===== src/rtl/controlador_requisicoes_pkg.sv =====
// Shared definitions for the path-request controller: defaults, derived widths, FSM states.
package controlador_requisicoes_pkg;

    localparam int unsigned ADDR_WIDTH_PADRAO    = 10;
    localparam int unsigned FILA_DEPTH_PADRAO    = 4;
    localparam int unsigned MAX_PASSOS_PADRAO    = 64;
    localparam int unsigned TIMEOUT_WIDTH_PADRAO = 16;

    localparam int unsigned NIVEL_WIDTH  = $clog2(FILA_DEPTH_PADRAO + 1);
    localparam int unsigned PASSOS_WIDTH = $clog2(MAX_PASSOS_PADRAO + 1);

    typedef enum logic [2:0] {
        OCIOSO   = 3'd0,
        INICIAR  = 3'd1,
        BUSCANDO = 3'd2,
        EMITIR   = 3'd3,
        LER      = 3'd4,
        ESPERA   = 3'd5
    } estado_t;

endpackage


===== src/rtl/controlador_requisicoes_caminho_fila.sv =====
// Synchronous request FIFO with registered level and registered not-full flag.
module fila_requisicoes #(
    parameter int unsigned WIDTH = 20,
    parameter int unsigned DEPTH = 4
) (
    input  logic                         clk,
    input  logic                         rst_n,
    input  logic                         push,
    input  logic [WIDTH-1:0]             dados_in,
    input  logic                         pop,
    output logic [WIDTH-1:0]             dados_c,
    output logic                         vazia_c,
    output logic                         pronto,
    output logic [$clog2(DEPTH+1)-1:0]   nivel
);
    localparam int unsigned PTR_W   = $clog2(DEPTH);
    localparam int unsigned NIVEL_W = $clog2(DEPTH + 1);

    logic [WIDTH-1:0]   mem [DEPTH];
    logic [PTR_W-1:0]   wr_ptr;
    logic [PTR_W-1:0]   rd_ptr;
    logic [NIVEL_W-1:0] nivel_prox;
    logic               escrever;
    logic               ler;

    assign vazia_c  = (nivel == '0);
    assign escrever = push && pronto;
    assign ler      = pop && !vazia_c;
    assign dados_c  = mem[rd_ptr];

    always_comb begin
        nivel_prox = nivel;
        if (escrever && !ler) begin
            nivel_prox = nivel + NIVEL_W'(1);
        end else if (ler && !escrever) begin
            nivel_prox = nivel - NIVEL_W'(1);
        end
    end

    // Pointers wrap naturally because DEPTH is a power of two.
    always_ff @(posedge clk or negedge rst_n) begin
        if (!rst_n) begin
            wr_ptr <= '0;
            rd_ptr <= '0;
            nivel  <= '0;
            pronto <= 1'b1;
        end else begin
            if (escrever) wr_ptr <= wr_ptr + PTR_W'(1);
            if (ler)      rd_ptr <= rd_ptr + PTR_W'(1);
            nivel  <= nivel_prox;
            pronto <= (nivel_prox != NIVEL_W'(DEPTH));
        end
    end

    always_ff @(posedge clk) begin
        if (escrever) mem[wr_ptr] <= dados_in;
    end

endmodule


===== src/rtl/controlador_requisicoes_caminho.sv =====
// Queues (fonte, destino) requests, runs one search at a time and streams the path
// back from destino to fonte over valid/ready, with timeout and walk-length limits.
module controlador_requisicoes_caminho
    import controlador_requisicoes_pkg::*;
#(
    parameter int unsigned ADDR_WIDTH    = ADDR_WIDTH_PADRAO,
    parameter int unsigned FILA_DEPTH    = FILA_DEPTH_PADRAO,
    parameter int unsigned MAX_PASSOS    = MAX_PASSOS_PADRAO,
    parameter int unsigned TIMEOUT_WIDTH = TIMEOUT_WIDTH_PADRAO
) (
    input  logic                              clk,
    input  logic                              rst_n,
    input  logic                              req_valid_in,
    output logic                              req_ready_out,
    input  logic [ADDR_WIDTH-1:0]             req_fonte_in,
    input  logic [ADDR_WIDTH-1:0]             req_destino_in,
    input  logic [TIMEOUT_WIDTH-1:0]          timeout_limite_in,
    output logic                              busca_iniciar_out,
    output logic [ADDR_WIDTH-1:0]             busca_fonte_out,
    output logic [ADDR_WIDTH-1:0]             busca_destino_out,
    input  logic                              busca_pronto_in,
    output logic                              anterior_rd_en_out,
    output logic [ADDR_WIDTH-1:0]             anterior_rd_addr_out,
    input  logic [ADDR_WIDTH-1:0]             anterior_rd_data_in,
    output logic                              caminho_valid_out,
    input  logic                              caminho_ready_in,
    output logic [ADDR_WIDTH-1:0]             caminho_addr_out,
    output logic                              caminho_ultimo_out,
    output logic                              caminho_erro_out,
    output logic                              ocupado_out,
    output logic [$clog2(FILA_DEPTH+1)-1:0]   fila_nivel_out
);
    localparam int unsigned PASSOS_W = $clog2(MAX_PASSOS + 1);

    estado_t                   estado, estado_prox;
    logic [PASSOS_W-1:0]       passos, passos_prox;
    logic [TIMEOUT_WIDTH-1:0]  contador, contador_prox;
    logic [ADDR_WIDTH-1:0]     fonte_prox, destino_prox;
    logic [ADDR_WIDTH-1:0]     rd_addr_prox, addr_prox;
    logic                      iniciar_prox, rd_en_prox, valid_prox, ultimo_prox, erro_prox;
    logic                      erro_passos;
    logic                      pop_c;
    logic                      fila_vazia_c;
    logic [2*ADDR_WIDTH-1:0]   fila_dados_c;

    fila_requisicoes #(
        .WIDTH (2 * ADDR_WIDTH),
        .DEPTH (FILA_DEPTH)
    ) u_fila (
        .clk      (clk),
        .rst_n    (rst_n),
        .push     (req_valid_in),
        .dados_in ({req_fonte_in, req_destino_in}),
        .pop      (pop_c),
        .dados_c  (fila_dados_c),
        .vazia_c  (fila_vazia_c),
        .pronto   (req_ready_out),
        .nivel    (fila_nivel_out)
    );

    // Next state plus next values of every registered output.
    always_comb begin
        estado_prox   = estado;
        passos_prox   = passos;
        contador_prox = contador;
        fonte_prox    = busca_fonte_out;
        destino_prox  = busca_destino_out;
        rd_addr_prox  = anterior_rd_addr_out;
        addr_prox     = caminho_addr_out;
        iniciar_prox  = 1'b0;
        rd_en_prox    = 1'b0;
        valid_prox    = 1'b0;
        ultimo_prox   = 1'b0;
        erro_prox     = 1'b0;
        erro_passos   = 1'b0;
        pop_c         = 1'b0;
        case (estado)
            OCIOSO: begin
                if (!fila_vazia_c) begin
                    pop_c                      = 1'b1;
                    {fonte_prox, destino_prox} = fila_dados_c;
                    iniciar_prox               = 1'b1;
                    estado_prox                = INICIAR;
                end
            end
            INICIAR: begin
                contador_prox = '0;
                estado_prox   = BUSCANDO;
            end
            BUSCANDO: begin
                contador_prox = contador + TIMEOUT_WIDTH'(1);
                if (busca_pronto_in) begin
                    passos_prox = '0;
                    valid_prox  = 1'b1;
                    addr_prox   = busca_destino_out;
                    ultimo_prox = (busca_destino_out == busca_fonte_out);
                    estado_prox = EMITIR;
                end else if ((timeout_limite_in != '0) &&
                             (contador == timeout_limite_in - TIMEOUT_WIDTH'(1))) begin
                    valid_prox  = 1'b1;
                    addr_prox   = busca_destino_out;
                    ultimo_prox = 1'b1;
                    erro_prox   = 1'b1;
                    estado_prox = EMITIR;
                end
            end
            EMITIR: begin
                if (caminho_ready_in) begin
                    if (caminho_ultimo_out) begin
                        estado_prox = OCIOSO;
                    end else begin
                        passos_prox  = passos + PASSOS_W'(1);
                        rd_en_prox   = 1'b1;
                        rd_addr_prox = caminho_addr_out;
                        estado_prox  = LER;
                    end
                end else begin
                    valid_prox  = 1'b1;
                    ultimo_prox = caminho_ultimo_out;
                    erro_prox   = caminho_erro_out;
                end
            end
            LER: begin
                estado_prox = ESPERA;
            end
            ESPERA: begin
                // The walk is cut on the beat that would exceed MAX_PASSOS.
                erro_passos = (passos == PASSOS_W'(MAX_PASSOS - 1));
                valid_prox  = 1'b1;
                addr_prox   = anterior_rd_data_in;
                erro_prox   = erro_passos;
                ultimo_prox = (anterior_rd_data_in == busca_fonte_out) || erro_passos;
                estado_prox = EMITIR;
            end
            default: begin
                estado_prox = OCIOSO;
            end
        endcase
    end

    always_ff @(posedge clk or negedge rst_n) begin
        if (!rst_n) begin
            estado               <= OCIOSO;
            passos               <= '0;
            contador             <= '0;
            busca_fonte_out      <= '0;
            busca_destino_out    <= '0;
            busca_iniciar_out    <= 1'b0;
            anterior_rd_en_out   <= 1'b0;
            anterior_rd_addr_out <= '0;
            caminho_valid_out    <= 1'b0;
            caminho_addr_out     <= '0;
            caminho_ultimo_out   <= 1'b0;
            caminho_erro_out     <= 1'b0;
            ocupado_out          <= 1'b0;
        end else begin
            estado               <= estado_prox;
            passos               <= passos_prox;
            contador             <= contador_prox;
            busca_fonte_out      <= fonte_prox;
            busca_destino_out    <= destino_prox;
            busca_iniciar_out    <= iniciar_prox;
            anterior_rd_en_out   <= rd_en_prox;
            anterior_rd_addr_out <= rd_addr_prox;
            caminho_valid_out    <= valid_prox;
            caminho_addr_out     <= addr_prox;
            caminho_ultimo_out   <= ultimo_prox;
            caminho_erro_out     <= erro_prox;
            ocupado_out          <= (estado_prox != OCIOSO);
        end
    end

endmodule


===== config.mk =====
export PLATFORM = sky130hd
export DESIGN_NAME = controlador_requisicoes_caminho
export DESIGN_NICKNAME = d
export VERILOG_FILES = /design/src/rtl/controlador_requisicoes_pkg.sv /design/src/rtl/controlador_requisicoes_caminho_fila.sv /design/src/rtl/controlador_requisicoes_caminho.sv
export SDC_FILE = /design/constraint.sdc
export NUM_CORES = 1
export LEC_CHECK = 0
export BUFFER_PORTS_ARGS = -buffer_cell sky130_fd_sc_hd__buf_4
export CAP_MARGIN = 20
export CORE_MARGIN = 2
export CORE_UTILIZATION = 45
export CTS_CLUSTER_SIZE = 12
export DETAILED_ROUTE_END_ITERATION = 10
export PLACE_DENSITY = 0.7
export SLEW_MARGIN = 20
export SYNTH_ARGS = -nofsm -noshare
export SYNTH_HDL_FRONTEND = slang
export SYNTH_SLANG_ARGS = --single-unit

===== constraint.sdc =====
create_clock -name clk -period 3.3 [get_ports clk]
set_clock_uncertainty 0.1 [all_clocks]
set_input_delay 0 -clock clk [delete_from_list [all_inputs] [get_ports clk]]
set_output_delay 0 -clock clk [all_outputs]
set_load 0.03 [all_outputs]

==> flow_summary_export.csv <==
group,metric,value,unit
run_status,outcome,"complete, no violations",
synth,ys_seq_area_share,59.27,%
worst_setup_path,critPathArrivalTime,2900,ps
global_routing,grt_util_all_layers,21.04,%
drt,wl,17750,µm
timing,fin_crit_sh,80.41,%
timing,relSlewSlack,28.82,%
worst_setup_path,crit_path_end_kind,"flip-flop",
layout,multi_input_area,0.002861,mm²
hold_path,hold_path_class,"in -> async",
timing,tns,0,ps
cts,cts_resized,0,
synth,ys_seq_elements,160,
synth,synth_top_area_share,32.32,%
layout,nFillCells,1334,
die,start_util,46.46,%
worst_setup_path,critPathLaunchType,"flip-flop",
global_routing,grt-ovfl-total,0,
cts,clk_latency,430,ps
cts,htreeDepth,4,
power_and_ir_drop,p_leak,3.847,nW
synth,async_reset_ff_share,50.00,%
layout,diodes,0,
drt,wire_per_inst,18.13,µm
place,place.gp.congestion,0.7980,
global_routing,grt_max_degree,81,
layout,seq_area,0.004405,mm²
global_routing,grt_antenna_before_repair,0,
die,fp.dieH,132.5,µm
worst_setup_path,cp.required,3540,ps
layout,final_util,58.21,%
drt,remaining_drc_errors,0,
power_and_ir_drop,worst_ir_drop_vdd,0.0004878,V
timing,timing.final.ws_setup,646.4,ps
synth,synthFlopType,"edfxtp_1",
synth,synth_edf_count,80,
worst_setup_path,crit_type,"reg -> reg",
synth,ys_warn_count,0,
synth,synth_cell_types,62,
place,port_buffers,100,
cts,cts_inserted_buffers,17,
cts,post-cts-setup-buffers,0,
die,dieArea,0.01756,mm²
drt,vias,5322,
drt,vias_per_cell,5.436,
flow_run,max_cap_viol_count,0,
power_and_ir_drop,p_per_area,860.6,mW/mm²
synth,ys_top_cells_by_area,"edfxtp_1 32%, dfrtp_1 27%, mux4_2 6.1%, nand2_1 6.1%, xnor2_1 3.5%",
die,design.core.area,0.01600,mm²
cts,clk_path_buf_depth,2,
timing,timing.hold.ws,54.30,ps
cts,path_clk_slew,70,ps
synth,syn_avg_cell_area,12.07,µm²
worst_setup_path,crit_start,"u_fila.nivel[1]",
timing,maxSlewViolCount,0,
power_and_ir_drop,power,0.008016,W
layout,area_growth,25.30,%
cts,hold_buffers,34,
place,dp_slack,668.9,ps
timing,tightest_slew,1068,ps
cts,cts-root-buf,"clkbuf_16",
drt,route.antenna.remaining_nets,0,
timing,hold_violations,0,
cts,clock_sinks,160,
global_routing,grt_pass1_vias,5504,
synth,synth_most_common_cell,"nand2_1",
timing,rsz0062_at_grt,"false",
worst_setup_path,r2r_start,"u_fila.nivel[1]",
die,boundaryPins,101,
layout,final_nets,812,
timing,fmax,376.8,MHz
drt,drt_iter0_markers,397,
drt,drt-pass1-iter-count,5,
place,hpwlAfterDp,12140,µm
cts,cts_tree,"built",
timing,setup_viol,0,
worst_setup_path,cp_max_fo,23,
die,die_x,132.5,µm
layout,layout-drive-gt1-share,22.67,%
die,rows,46,
synth,syn_nets,678,
timing,min_period,2654,ps
synth,netlist.top_cell.by_area,"edfxtp_1",
synth,synthCells,616,
synth,netlist_area,0.007433,mm²
global_routing,grt_first_pass_wirelength,29090,µm
synth,synthTopCellsByCount,"120 x nand2_1, 80 x edfxtp_1, 79 x dfrtp_1",
flip-flops by register name, indices dropped and copies added (netlist names):
| signal | cells |
|---|---|
| busca_iniciar_out | 1 |
| u_fila.wr_ptr | 2 |
| busca_fonte_out | 10 |
| u_fila.rd_ptr | 2 |
| passos | 7 |
| caminho_ultimo_out | 1 |
| estado | 3 |
| anterior_rd_addr_out | 10 |
| anterior_rd_en_out | 1 |
| caminho_valid_out | 1 |
| u_fila.pronto | 1 |
| ocupado_out | 1 |
| caminho_erro_out | 1 |
| contador | 16 |
| caminho_addr_out | 10 |
| u_fila.nivel | 3 |
| busca_destino_out | 10 |
| u_fila.mem | 80 |
metal layers:
| metal | wire [µm] | vias up | GRT usage (%) |
|---|---|---|---|
| li1 | - | 2522 | - |
| met1 | 7507 | 2629 | 26.14 |
| met2 | 9173 | 142 | 36.61 |
| met3 | 733 | 29 | 4.023 |
| met4 | 330 | 0 | 7.826 |
| met5 | 0 | - | 0 |
placed cells by master (no fill, tap or decap), types with 8 or more instances in the layout:
cell type	count
o21ai_0	35
xor2_1	19
inv_1	13
and3_1	13
nand2_1	120
o211ai_1	8
clkbuf_16	17
buf_4	106
o221a_1	10
a21oi_1	10
nand3_1	16
nor2_1	26
a31oi_1	14
dfrtp_1	79
ha_1	11
edfxtp_1	80
nand4_1	14
xnor2_1	30
mux4_2	20
dlygate4sd3_1	34
final timing paths:
path / cells past startpoint / slack (ps) / endpoint
max: 10 / 650 / u_fila.pronto
min: 2 / 50 / u_fila.wr_ptr[1]
max reg2reg: 10 / 650 / u_fila.pronto
min reg2reg: 2 / 380 / anterior_rd_addr_out[5]
max in group asynchronous: 2 / 2500 / busca_fonte_out[3]
min in group clk: 5 / 200 / caminho_valid_out
power breakdown:
| part | internal, W | switching [W] | total (W) | leakage (nW) |
|---|---|---|---|---|
| clock network | 0.00100 | 0.000875 | 0.00188 | 0.275 |
| logic | 0.00124 | 0.00168 | 0.00292 | 1.81 |
| registers | 0.00264 | 0.000574 | 0.00321 | 1.76 |
kinds of logic after synthesis:
kind of cell	synth area share, %
flip-flops	59.27
AND/OR/NAND/NOR	15.91
adder cells (fa/ha/maj)	2.121
AO/OA/AOI/OAI	8.349
buffers and inverters	2.239
multiplexers	6.346
XOR/XNOR	5.773
area by class of cell:
cell class | instances | area share (%)
clock buffer | 18 | 4.608
timing repair buffer | 142 | 12.44
inverter | 14 | 0.5642
tap | 216 | 2.902
sequential | 160 | 47.30
multi-input combinational | 415 | 30.72
clock inverter | 14 | 1.464
per-stage QoR:
| stage | area, µm² | cells |
|---|---|---|
| final | 9314 | 979 |
| after global routing | 9314 | 979 |
| after CTS | 9299 | 978 |
| after detailed placement | 8393 | 912 |
| after global placement | 8393 | 912 |
| after floorplan | 7433 | 616 |
critical path, stage by stage (launching register included):
cell      delay [ps]
dfrtp_1          420
inv_1            120
ha_1             140
nor2b_1          210
or4_1            140
buf_4            240
clkinv_1         250
maj3_1           380
nand2_1           70
o21ai_0          100
or3b_1           400
Power figures use the tool's default switching activity.
